$ cat src/rtl/usb_utmi_pkg.sv
// Shared types and helpers for the UTMI transmit path.
package usb_utmi_pkg;

    localparam int UTMI_DW = 8;

    typedef enum logic [1:0] {
        IDLE = 2'd0,
        TX   = 2'd1,
        GAP  = 2'd2
    } utmi_tx_state_e;

    // Increment a requester index with wrap at n.
    function automatic int rr_wrap_inc(input int idx, input int n);
        return (idx + 1 >= n) ? 0 : idx + 1;
    endfunction

endpackage

$ cat src/rtl/usb_rr_arbiter.sv
// Combinational round-robin pick: first requester at or after ptr, one-hot plus index.
module usb_rr_arbiter
    import usb_utmi_pkg::*;
#(
    parameter int N  = 2,
    parameter int PW = (N > 1) ? $clog2(N) : 1
) (
    input  logic [N-1:0]  req,
    input  logic [PW-1:0] ptr,
    output logic [N-1:0]  gnt,
    output logic [PW-1:0] idx,
    output logic          any
);

    logic [PW-1:0] k;

    always_comb begin
        gnt = '0;
        idx = '0;
        any = 1'b0;
        k   = ptr;
        for (int i = 0; i < N; i++) begin
            if (!any && req[k]) begin
                any    = 1'b1;
                idx    = k;
                gnt[k] = 1'b1;
            end
            k = PW'(rr_wrap_inc(int'(k), N));
        end
    end

endmodule

$ cat src/rtl/utmi_tx_arbiter.sv
// Packet-granular round-robin sharing of the UTMI TX byte interface, with
// inter-packet gap, TXReady timeout, underrun abort and RXActive hold-off.
module utmi_tx_arbiter
    import usb_utmi_pkg::*;
#(
    parameter int NUM_REQ    = 2,
    parameter int IPG_CYCLES = 8,
    parameter int TXRDY_TMO  = 64
) (
    input  logic                              clk_60mhz,
    input  logic                              rst,
    input  logic [NUM_REQ-1:0]                req_valid,
    input  logic [NUM_REQ-1:0][UTMI_DW-1:0]   req_data,
    input  logic [NUM_REQ-1:0]                req_last,
    output logic [NUM_REQ-1:0]                req_ready,
    output logic [NUM_REQ-1:0]                grant,
    input  logic                              rx_active,
    output logic                              TXValid,
    output logic [UTMI_DW-1:0]                DataIn,
    input  logic                              TXReady,
    output logic                              tx_done,
    output logic                              tx_abort,
    output logic                              busy
);

    localparam int PW = (NUM_REQ > 1) ? $clog2(NUM_REQ) : 1;

    utmi_tx_state_e       state_q, state_d;
    logic [UTMI_DW-1:0]   hold_q;
    logic                 last_q;
    logic [PW-1:0]        owner_q, owner_d;
    logic [PW-1:0]        ptr_q, ptr_d;
    logic [NUM_REQ-1:0]   grant_q, grant_d;
    logic                 txv_q, txv_d;
    logic [9:0]           tmo_q, tmo_d;
    logic [7:0]           gap_q, gap_d;
    logic                 load;
    logic [PW-1:0]        load_sel;

    logic [NUM_REQ-1:0]   arb_gnt;
    logic [PW-1:0]        arb_idx;
    logic                 arb_any;

    // ptr_q holds the index where the next search begins (one past the last winner).
    usb_rr_arbiter #(.N(NUM_REQ), .PW(PW)) u_arb (
        .req (req_valid),
        .ptr (ptr_q),
        .gnt (arb_gnt),
        .idx (arb_idx),
        .any (arb_any)
    );

    always_comb begin
        state_d   = state_q;
        owner_d   = owner_q;
        ptr_d     = ptr_q;
        grant_d   = grant_q;
        txv_d     = txv_q;
        tmo_d     = tmo_q;
        gap_d     = gap_q;
        load      = 1'b0;
        load_sel  = owner_q;
        req_ready = '0;
        tx_done   = 1'b0;
        tx_abort  = 1'b0;
        unique case (state_q)
            IDLE: begin
                tmo_d = '0;
                gap_d = '0;
                // rst gating keeps req_ready quiet while reset is held.
                if (arb_any && !rx_active && rst) begin
                    grant_d   = arb_gnt;
                    owner_d   = arb_idx;
                    ptr_d     = PW'(rr_wrap_inc(int'(arb_idx), NUM_REQ));
                    req_ready = arb_gnt;
                    load      = 1'b1;
                    load_sel  = arb_idx;
                    txv_d     = 1'b1;
                    state_d   = TX;
                end
            end
            TX: begin
                if (TXReady) begin
                    tmo_d = '0;
                    if (last_q) begin
                        tx_done = 1'b1;
                        state_d = GAP;
                    end else if (req_valid[owner_q]) begin
                        req_ready[owner_q] = 1'b1;
                        load               = 1'b1;
                    end else begin
                        tx_abort = 1'b1;
                        state_d  = GAP;
                    end
                end else if (tmo_q >= 10'(TXRDY_TMO - 1)) begin
                    tx_abort = 1'b1;
                    state_d  = GAP;
                end else begin
                    tmo_d = tmo_q + 10'd1;
                end
                if (state_d == GAP) begin
                    grant_d = '0;
                    txv_d   = 1'b0;
                    gap_d   = '0;
                    tmo_d   = '0;
                end
            end
            GAP: begin
                if (gap_q >= 8'(IPG_CYCLES - 1)) begin
                    gap_d   = '0;
                    state_d = IDLE;
                end else begin
                    gap_d = gap_q + 8'd1;
                end
            end
            default: state_d = IDLE;
        endcase
    end

    always_ff @(posedge clk_60mhz or negedge rst) begin
        if (!rst) begin
            state_q <= IDLE;
            hold_q  <= '0;
            last_q  <= 1'b0;
            owner_q <= '0;
            ptr_q   <= '0;
            grant_q <= '0;
            txv_q   <= 1'b0;
            tmo_q   <= '0;
            gap_q   <= '0;
        end else begin
            state_q <= state_d;
            owner_q <= owner_d;
            ptr_q   <= ptr_d;
            grant_q <= grant_d;
            txv_q   <= txv_d;
            tmo_q   <= tmo_d;
            gap_q   <= gap_d;
            if (load) begin
                hold_q <= req_data[load_sel];
                last_q <= req_last[load_sel];
            end
        end
    end

    assign grant   = grant_q;
    assign TXValid = txv_q;
    assign DataIn  = txv_q ? hold_q : '0;
    assign busy    = (state_q != IDLE);

endmodule

$ cat config.mk
export PLATFORM = sky130hd
export DESIGN_NAME = utmi_tx_arbiter
export DESIGN_NICKNAME = d
export VERILOG_FILES = /design/src/rtl/usb_utmi_pkg.sv /design/src/rtl/usb_rr_arbiter.sv /design/src/rtl/utmi_tx_arbiter.sv
export SDC_FILE = /design/constraint.sdc
export NUM_CORES = 1
export LEC_CHECK = 0
export CAP_MARGIN = 20
export CORE_ASPECT_RATIO = 0.9
export CORE_MARGIN = 10
export CORE_UTILIZATION = 40
export CTS_BUF_LIST = sky130_fd_sc_hd__clkbuf_4 sky130_fd_sc_hd__clkbuf_8
export CTS_CLUSTER_DIAMETER = 200
export CTS_CLUSTER_SIZE = 30
export DETAILED_ROUTE_END_ITERATION = 8
export PLACE_DENSITY = 0.65
export SETUP_SLACK_MARGIN = 0.02
export SYNTH_ARGS = -nofsm -noshare
export SYNTH_HDL_FRONTEND = slang
export SYNTH_HIERARCHICAL = 1
export SYNTH_SLANG_ARGS = --single-unit
$ cat constraint.sdc
create_clock -name clk_60mhz -period 2.95 [get_ports clk_60mhz]
set_clock_uncertainty 0.05 [all_clocks]
set_input_delay 0.59 -clock clk_60mhz [delete_from_list [all_inputs] [get_ports clk_60mhz]]
set_output_delay 0.59 -clock clk_60mhz [all_outputs]
set_load 0.01 [all_outputs]
==> results of run 1 <==
cell type report:
type                            instances  area [um^2]  area share (%)
Multi-Input combinational cell        150          946            38.0
Tap cell                               62         77.6            3.12
Clock inverter                          1         5.00           0.201
Inverter                               10         37.5            1.51
Timing Repair Buffer                   53          483            19.4
Clock buffer                            7         90.1            3.62
Sequential cell                        34          851            34.2
layer usage:
| layer | part of all wire, % | vias up | track usage [%] |
|---|---|---|---|
| met5 | 0 | - | 0 |
| met4 | 1.2 | 0 | 4.20 |
| met3 | 4.8 | 7 | 3.61 |
| met2 | 46 | 33 | 18.7 |
| met1 | 48 | 793 | 15.9 |
| li1 | - | 836 | - |
Yosys cell counts, types with 2 or more instances:
| master | n |
|---|---|
| ha_1 | 2 |
| nand4_1 | 5 |
| inv_1 | 10 |
| buf_2 | 3 |
| nor2b_1 | 3 |
| a21boi_0 | 3 |
| nand4b_1 | 3 |
| a31oi_1 | 10 |
| nand2_1 | 15 |
| dfrtp_1 | 34 |
| nand3_1 | 17 |
| xor2_1 | 4 |
| clkbuf_1 | 4 |
| a21o_1 | 2 |
| a21oi_1 | 2 |
| a32o_1 | 2 |
| o22ai_1 | 2 |
| a32oi_1 | 2 |
| nor2_1 | 23 |
| a22o_1 | 3 |
| and2_1 | 8 |
| o21ai_0 | 13 |
| and3_1 | 5 |
| nor4_1 | 2 |
metrics by stage:
step	power (mW)	setup TNS (ns)	utilization, %	hold slack, ns
6_report	1.84	0	55.5	0.361
2_1_floorplan	1.13	0	-	0.244
4_1_cts	1.87	0	55.5	0.383
3_3_place_gp	1.50	-0.188	53.5	0.433
3_5_place_dp	1.51	-0.268	53.5	0.439
5_1_grt	1.99	0	55.5	0.406
logic make-up after synthesis:
logic type | count (synthesis)
AOI/OAI and AO/OA | 47
xor gates and xnor gates | 5
adders and majority gates | 2
buffers and inverters | 18
DFF | 34
muxes | 2
and+or+nand+nor | 94
power groups by stage:
stage / combinational (mW) / sequential [mW] / clock (mW)
2_1_floorplan: 0.460 / 0.671 / 0
3_3_place_gp: 0.819 / 0.685 / 0
3_5_place_dp: 0.823 / 0.688 / 0
4_1_cts: 0.820 / 0.680 / 0.371
5_1_grt: 0.898 / 0.700 / 0.394
6_report: 0.805 / 0.676 / 0.360
what timing repair did:
item                                    CTS  global route
cloned                                    0             0
resized for setup                         3             2
endpoints found under the setup margin    3             1
registers in the layout, summed over array words and instances (netlist names):
signal	cells
owner_q	1
grant	2
ptr_q	1
last_q	1
gap_q	8
TXValid	1
tmo_q	10
state_q	2
hold_q	8
path summary, 6_finish.rpt:
check,startpoint,endpoint,slack [ns]
worst max-delay path,TXReady,tx_abort,0.18
worst min-delay path,rst,tmo_q[3],0.36
worst max register to register,tmo_q[6],gap_q[7],0.96
worst min register to register,grant[0],grant[0],0.45
max in group asynchronous,rst,gap_q[7],2.16
min in group clk_60mhz,grant[0],grant[0],0.45
==> metrics.txt, run 1 <==
# TYPE chip_impl_metric gauge
chip_impl_info{name="run_status",value="completed"} 1
chip_impl_metric{name="max-cap-violations",unit=""} 0
chip_impl_metric{name="worst-path-max-fanout",unit=""} 2
chip_impl_metric{name="worst-endpoint-required",unit="ns"} 2.31
chip_impl_metric{name="initial_antenna_violation_count",unit=""} 0
chip_impl_metric{name="finalWirelength",unit="um"} 4560
chip_impl_metric{name="ys_ff_latch",unit=""} 34
chip_impl_metric{name="fin_crit",unit="ns"} 2.77
chip_impl_metric{name="worstMarginPinSlew",unit="ns"} 0.671
chip_impl_metric{name="final_min_period_over_clock_period",unit="%"} 94.0
chip_impl_metric{name="power.sequential.fraction",unit="%"} 36.7
chip_impl_info{name="most-common-layout-cells",value="clkdlybuf4s50_1 (35), dfrtp_1 (34), nor2_1 (23), nand3_1 (17), nand2_1 (15)"} 1
chip_impl_metric{name="placedCellCount",unit=""} 309
chip_impl_metric{name="clock_insertion_delay_worst_skew",unit="ns"} 0.28
chip_impl_info{name="worst_path_dominant_cell_family",value="simple AND/OR/NAND/NOR gates"} 1
chip_impl_metric{name="power_frac_clock",unit="%"} 19.6
chip_impl_info{name="netlist.top_cell.by_area",value="dfrtp_1"} 1
chip_impl_info{name="synth_top_family_by_area",value="simple AND/OR/NAND/NOR gates"} 1
chip_impl_metric{name="postRouteAntennaNets",unit=""} 0
chip_impl_metric{name="grt_pass1_wl",unit="um"} 7940
chip_impl_info{name="crit_path_top_delay_cell",value="or4_4"} 1
chip_impl_metric{name="pin_count_of_the_biggest_net_entering_global_routing",unit=""} 41
chip_impl_metric{name="pre_cts_slack",unit="ns"} -0.178
chip_impl_metric{name="synth-xor-area-share",unit="%"} 2.33
chip_impl_info{name="worst_setup_path_start_kind",value="input port"} 1
chip_impl_metric{name="proportion_of_synthesized_chip_area_in_sequential_cells",unit="%"} 45.4
chip_impl_metric{name="numClockSinks",unit=""} 34
chip_impl_metric{name="number_of_levels_in_the_clock_h_tree",unit=""} 2
chip_impl_metric{name="synth_top_area_share",unit="%"} 45.4
chip_impl_metric{name="number_of_enable_flip_flop_cells_after_synthesis",unit=""} 0
chip_impl_metric{name="cts.hold.buffers_added",unit=""} 0
chip_impl_metric{name="power_leakage",unit="nW"} 1.07
chip_impl_info{name="ys.flop_type",value="dfrtp_1"} 1
chip_impl_metric{name="max-slew-margin-rel",unit="%"} 55.0
chip_impl_metric{name="report.final.setup_viol",unit=""} 0
chip_impl_metric{name="comb_power_share",unit="%"} 43.7
chip_impl_metric{name="synth_async_sr_flop_share",unit="%"} 100
chip_impl_metric{name="synth.avg_cell_area",unit="um^2"} 9.28
chip_impl_info{name="crit_path_end_kind",value="primary output"} 1
chip_impl_metric{name="peakVddDrop",unit="V"} 0.000368
chip_impl_info{name="worstPathCellList",value="clkdlybuf4s50_1 -> or4_4 -> a211o_2 -> and3_1 -> clkbuf_2"} 1
chip_impl_metric{name="flow.area_growth_from_synthesis",unit="%"} 32.8
chip_impl_metric{name="antenna_cells",unit=""} 0
chip_impl_metric{name="grt_pass1_vias",unit=""} 1630
chip_impl_metric{name="post_synth_mux_area_share",unit="%"} 1.13
chip_impl_metric{name="number_of_design_rule_violations_left_after_detail_routing",unit=""} 0
chip_impl_metric{name="ios",unit=""} 40
chip_impl_metric{name="synth_adder_area_share",unit="%"} 1.33
chip_impl_metric{name="synthDistinctLibCells",unit=""} 49
chip_impl_metric{name="detailroute.via_count",unit=""} 1669
chip_impl_metric{name="groute.usage.overall",unit="%"} 12.2
chip_impl_metric{name="grt_overflow_total",unit=""} 0
chip_impl_metric{name="rr_worst_depth",unit=""} 5
chip_impl_metric{name="floorplan.die.height",unit="um"} 85.0
chip_impl_metric{name="mappedNetlistNets",unit=""} 228
chip_impl_info{name="path_class",value="in2out"} 1
chip_impl_metric{name="numPortBuffers",unit=""} 39
chip_impl_metric{name="fillers",unit=""} 421
chip_impl_metric{name="synth_compound_gate_area_share",unit="%"} 18.2
chip_impl_metric{name="avgViaCountPerCell",unit=""} 5.26
chip_impl_metric{name="powerDensity",unit="nW/um^2"} 739
chip_impl_metric{name="fp.dieArea",unit="um^2"} 7830
chip_impl_info{name="most_common_cell_after_layout_fill_and_taps_aside",value="clkdlybuf4s50_1"} 1
chip_impl_metric{name="cts_setup_buffers",unit=""} 0
chip_impl_metric{name="core.rowCount",unit=""} 23
chip_impl_metric{name="initial_core_util",unit="%"} 41.8
chip_impl_metric{name="arrival",unit="ns"} 2.13
chip_impl_metric{name="layout.cells.non_filler",unit=""} 317
chip_impl_info{name="clockRootBuffer",value="clkbuf_8"} 1
chip_impl_metric{name="clk_transition_reported_paths",unit="ns"} 0.07
chip_impl_metric{name="yosys.area_share.simple",unit="%"} 27.4
chip_impl_metric{name="drtIter0Drc",unit=""} 103
chip_impl_metric{name="p_int",unit="mW"} 1.19
chip_impl_metric{name="worst-path-buf-inv",unit=""} 2
chip_impl_metric{name="ys_warn_count",unit=""} 6
chip_impl_info{name="cts_tree",value="built"} 1
chip_impl_metric{name="routedWlPerCell",unit="um"} 14.4
chip_impl_info{name="timing.hold.worst.class",value="in2async"} 1
chip_impl_metric{name="netSwitchingFraction",unit="%"} 35.1
chip_impl_metric{name="timing.critical_path.depth",unit=""} 5
chip_impl_metric{name="timing.critical_path.slowest_cell_delay",unit="ns"} 0.49
chip_impl_info{name="rsz0062_at_grt",value="no"} 1
chip_impl_metric{name="place_area",unit="um^2"} 2400
chip_impl_metric{name="final_worst_slack",unit="ns"} 0.178
chip_impl_metric{name="hold_viol",unit=""} 0
chip_impl_metric{name="core-area",unit="um^2"} 4490
chip_impl_metric{name="fmax",unit="GHz"} 0.361
chip_impl_metric{name="post_route_cells_drive_above_1_share",unit="%"} 14.5
chip_impl_metric{name="synth_area",unit="um^2"} 1880
chip_impl_metric{name="dp_hpwl",unit="um"} 3430
chip_impl_metric{name="clock_path_buffers",unit=""} 2
chip_impl_metric{name="place.gp.congestion",unit=""} 0.822
chip_impl_info{name="yosys-top-cells-area",value="dfrtp_1 (45%), nor2_1 (4.6%), nand3_1 (4.5%), o21ai_0 (3.5%), a31oi_1 (3.3%)"} 1
chip_impl_metric{name="chipWidth",unit="um"} 92.2
chip_impl_metric{name="post_synthesis_instance_total",unit=""} 202
chip_impl_metric{name="fin_max_slew_vios",unit=""} 0
chip_impl_metric{name="cts_made_buffers",unit=""} 5
chip_impl_metric{name="final_nets",unit=""} 280
chip_impl_metric{name="number_of_iterations_in_the_first_detailed_routing_pass",unit=""} 4
chip_impl_metric{name="stdcell_area",unit="um^2"} 2490
chip_impl_metric{name="p_sw",unit="mW"} 0.646
Power figures use the tool's default switching activity.
==> inputs of run 2 (changes only) <==
--- a/config.mk
+++ b/config.mk
@@ -7,7 +7,7 @@
 export LEC_CHECK = 0
 export CAP_MARGIN = 20
 export CORE_ASPECT_RATIO = 0.9
-export CORE_MARGIN = 10
+export CORE_MARGIN = 4
 export CORE_UTILIZATION = 40
 export CTS_BUF_LIST = sky130_fd_sc_hd__clkbuf_4 sky130_fd_sc_hd__clkbuf_8
 export CTS_CLUSTER_DIAMETER = 200
@@ -19,3 +19,4 @@
 export SYNTH_HDL_FRONTEND = slang
 export SYNTH_HIERARCHICAL = 1
 export SYNTH_SLANG_ARGS = --single-unit
+export TNS_END_PERCENT = 10
==> metrics.txt, run 2 (same netlist as run 1, synthesis figures left out) <==
# TYPE chip_impl_metric gauge
chip_impl_metric{name="post_route_cells_drive_above_1_share",unit="%"} 14.5
chip_impl_info{name="worst_setup_path_start_kind",value="input port"} 1
chip_impl_metric{name="pin_count_of_the_biggest_net_entering_global_routing",unit=""} 41
chip_impl_metric{name="drtIter0Drc",unit=""} 111
chip_impl_metric{name="cts_made_buffers",unit=""} 5
chip_impl_metric{name="clk_transition_reported_paths",unit="ns"} 0.07
chip_impl_metric{name="fin_max_slew_vios",unit=""} 0
chip_impl_metric{name="power_frac_clock",unit="%"} 19.7
chip_impl_metric{name="arrival",unit="ns"} 2.20
chip_impl_info{name="timing.hold.worst.class",value="in2async"} 1
chip_impl_metric{name="final_nets",unit=""} 280
chip_impl_metric{name="core-area",unit="um^2"} 4490
chip_impl_metric{name="peakVddDrop",unit="V"} 0.000379
chip_impl_metric{name="flow.area_growth_from_synthesis",unit="%"} 33.4
chip_impl_metric{name="finalWirelength",unit="um"} 4450
chip_impl_metric{name="chipWidth",unit="um"} 80.2
chip_impl_info{name="grt_most_used_layer",value="met2"} 1
chip_impl_info{name="crit_path_end_kind",value="primary output"} 1
chip_impl_info{name="worstPathCellList",value="clkdlybuf4s50_1 -> or4_4 -> a211o_2 -> and3_1 -> clkdlybuf4s15_1"} 1
chip_impl_metric{name="cts.hold.buffers_added",unit=""} 0
chip_impl_metric{name="ff2ff_setup_slack",unit="ns"} 0.92
chip_impl_info{name="top_reg_by_flops",value="tmo_q"} 1
chip_impl_metric{name="floorplan.die.height",unit="um"} 73.0
chip_impl_metric{name="number_of_iterations_in_the_first_detailed_routing_pass",unit=""} 4
chip_impl_info{name="clockRootBuffer",value="clkbuf_8"} 1
chip_impl_metric{name="max-cap-violations",unit=""} 0
chip_impl_metric{name="initial_antenna_violation_count",unit=""} 0
chip_impl_metric{name="fmax",unit="GHz"} 0.352
chip_impl_metric{name="post-route-util",unit="%"} 55.7
chip_impl_metric{name="postRouteAntennaNets",unit=""} 0
chip_impl_metric{name="worstMarginPinSlew",unit="ns"} 0.655
chip_impl_metric{name="number_of_flip_flops_in_the_largest_register",unit=""} 10
chip_impl_metric{name="core.rowCount",unit=""} 23
chip_impl_metric{name="grt_overflow_total",unit=""} 0
chip_impl_metric{name="p_sw",unit="mW"} 0.651
chip_impl_metric{name="detailroute.via_count",unit=""} 1650
chip_impl_metric{name="number_of_levels_in_the_clock_h_tree",unit=""} 2
chip_impl_metric{name="timing.critical_path.slowest_cell_delay",unit="ns"} 0.45
chip_impl_metric{name="report.final.setup_viol",unit=""} 0
chip_impl_metric{name="hold_viol",unit=""} 0
chip_impl_metric{name="clock_insertion_delay_worst_skew",unit="ns"} 0.28
chip_impl_info{name="run_status",value="completed"} 1
chip_impl_metric{name="ios",unit=""} 40
chip_impl_metric{name="final_min_period_over_clock_period",unit="%"} 96.2
chip_impl_info{name="crit_path_top_delay_cell",value="or4_4"} 1
chip_impl_metric{name="grt_pass1_vias",unit=""} 1611
chip_impl_metric{name="antenna_cells",unit=""} 0
chip_impl_info{name="cts_tree",value="built"} 1
chip_impl_metric{name="worst-endpoint-required",unit="ns"} 2.31
chip_impl_metric{name="netSwitchingFraction",unit="%"} 35.2
chip_impl_metric{name="initial_core_util",unit="%"} 41.8
chip_impl_metric{name="gr-usage-met2",unit="%"} 24.5
chip_impl_metric{name="power_leakage",unit="nW"} 1.08
chip_impl_metric{name="number_of_design_rule_violations_left_after_detail_routing",unit=""} 0
chip_impl_info{name="rsz0062_at_grt",value="no"} 1
chip_impl_metric{name="dp_hpwl",unit="um"} 3220
chip_impl_metric{name="numPortBuffers",unit=""} 39
chip_impl_info{name="most_common_cell_after_layout_fill_and_taps_aside",value="clkdlybuf4s50_1"} 1
chip_impl_metric{name="worst-path-buf-inv",unit=""} 2
chip_impl_metric{name="fin_crit",unit="ns"} 2.84
chip_impl_info{name="most-common-layout-cells",value="clkdlybuf4s50_1 (35), dfrtp_1 (34), nor2_1 (23), nand3_1 (17), nand2_1 (15)"} 1
chip_impl_metric{name="numClockSinks",unit=""} 34
chip_impl_metric{name="p_int",unit="mW"} 1.20
chip_impl_metric{name="fp.dieArea",unit="um^2"} 5850
chip_impl_metric{name="comb_power_share",unit="%"} 43.6
chip_impl_metric{name="fin_worst_hold_slack",unit="ns"} 0.357
chip_impl_metric{name="grt_use_met1",unit="%"} 24.2
chip_impl_metric{name="routedWlPerCell",unit="um"} 14.0
chip_impl_metric{name="clock_path_buffers",unit=""} 2
chip_impl_metric{name="groute.usage.overall",unit="%"} 16.6
chip_impl_metric{name="powerDensity",unit="nW/um^2"} 740
chip_impl_metric{name="place.gp.congestion",unit=""} 0.832
chip_impl_info{name="path_class",value="in2out"} 1
chip_impl_metric{name="max-slew-margin-rel",unit="%"} 56.1
chip_impl_metric{name="met3_usage",unit="%"} 4.20
chip_impl_metric{name="worst-path-max-fanout",unit=""} 2
chip_impl_metric{name="power.sequential.fraction",unit="%"} 36.6
chip_impl_metric{name="avgViaCountPerCell",unit=""} 5.21
chip_impl_metric{name="grt_pass1_wl",unit="um"} 7530
chip_impl_info{name="reg_top3",value="tmo_q: 10 flops, gap_q: 8 flops, hold_q: 8 flops"} 1
chip_impl_info{name="worst_path_dominant_cell_family",value="buffers and inverters"} 1
## run 2: changes by cell type in the layout (fill, tap and decap cells not counted), sizes merged
| cell | previous run | this run |
|---|---|---|
| clkbuf | 8 | 7 |
| clkdlybuf4s15 | 0 | 1 |
## run 2: power by group through the flow
stage	sequential [mW]	combinational [mW]	clock, mW
after detailed placement	0.686	0.813	0
after global routing	0.696	0.896	0.396
after floorplan	0.671	0.460	0
after global placement	0.683	0.812	0
after CTS	0.680	0.815	0.377
final	0.678	0.808	0.366
## run 2: path summary, 6_finish.rpt
path                            cells after the start         to     start
worst max-delay path                                5   tx_abort   TXReady
worst min-delay path                                2   gap_q[1]       rst
worst max register to register                      5   gap_q[7]   owner_q
worst min register to register                      1   grant[0]  grant[0]
max in group asynchronous                           2  hold_q[1]       rst
min in group clk_60mhz                              1   grant[0]  grant[0]
## run 2: repair_timing
| item | 4_1_cts | 5_1_grt |
|---|---|---|
| buffers inserted | 0 | 0 |
| setup endpoints to repair | 3 | 1 |
| resized for setup | 4 | 1 |
| pin swaps | 1 | 0 |
## run 2: metal layers
layer  wire, um  vias to the layer above
met5          0                        -
met4         29                        0
met3        228                        2
met2       1970                       39
met1       2220                      771
li1           -                      838
## run 2: cell type report
class	instances	area, um^2
Fill cell	417	1990
Multi-Input combinational cell	150	952
Sequential cell	34	851
Timing Repair Buffer	53	488
Clock buffer	7	90.1
Tap cell	62	77.6
Inverter	10	37.5
Clock inverter	1	5.00
## run 2: metrics by stage
| stage | std cells | setup slack, ns | setup TNS, ns | power [mW] | cell area, um^2 |
|---|---|---|---|---|---|
| 2_1_floorplan | 202 | 0.653 | 0 | 1.13 | 1880 |
| 3_3_place_gp | 309 | -0.187 | -0.231 | 1.50 | 2400 |
| 3_5_place_dp | 309 | -0.195 | -0.224 | 1.50 | 2400 |
| 4_1_cts | 317 | 0.0555 | 0 | 1.87 | 2500 |
| 5_1_grt | 317 | 0.0363 | 0 | 1.99 | 2500 |
| 6_report | 317 | 0.111 | 0 | 1.85 | 2500 |
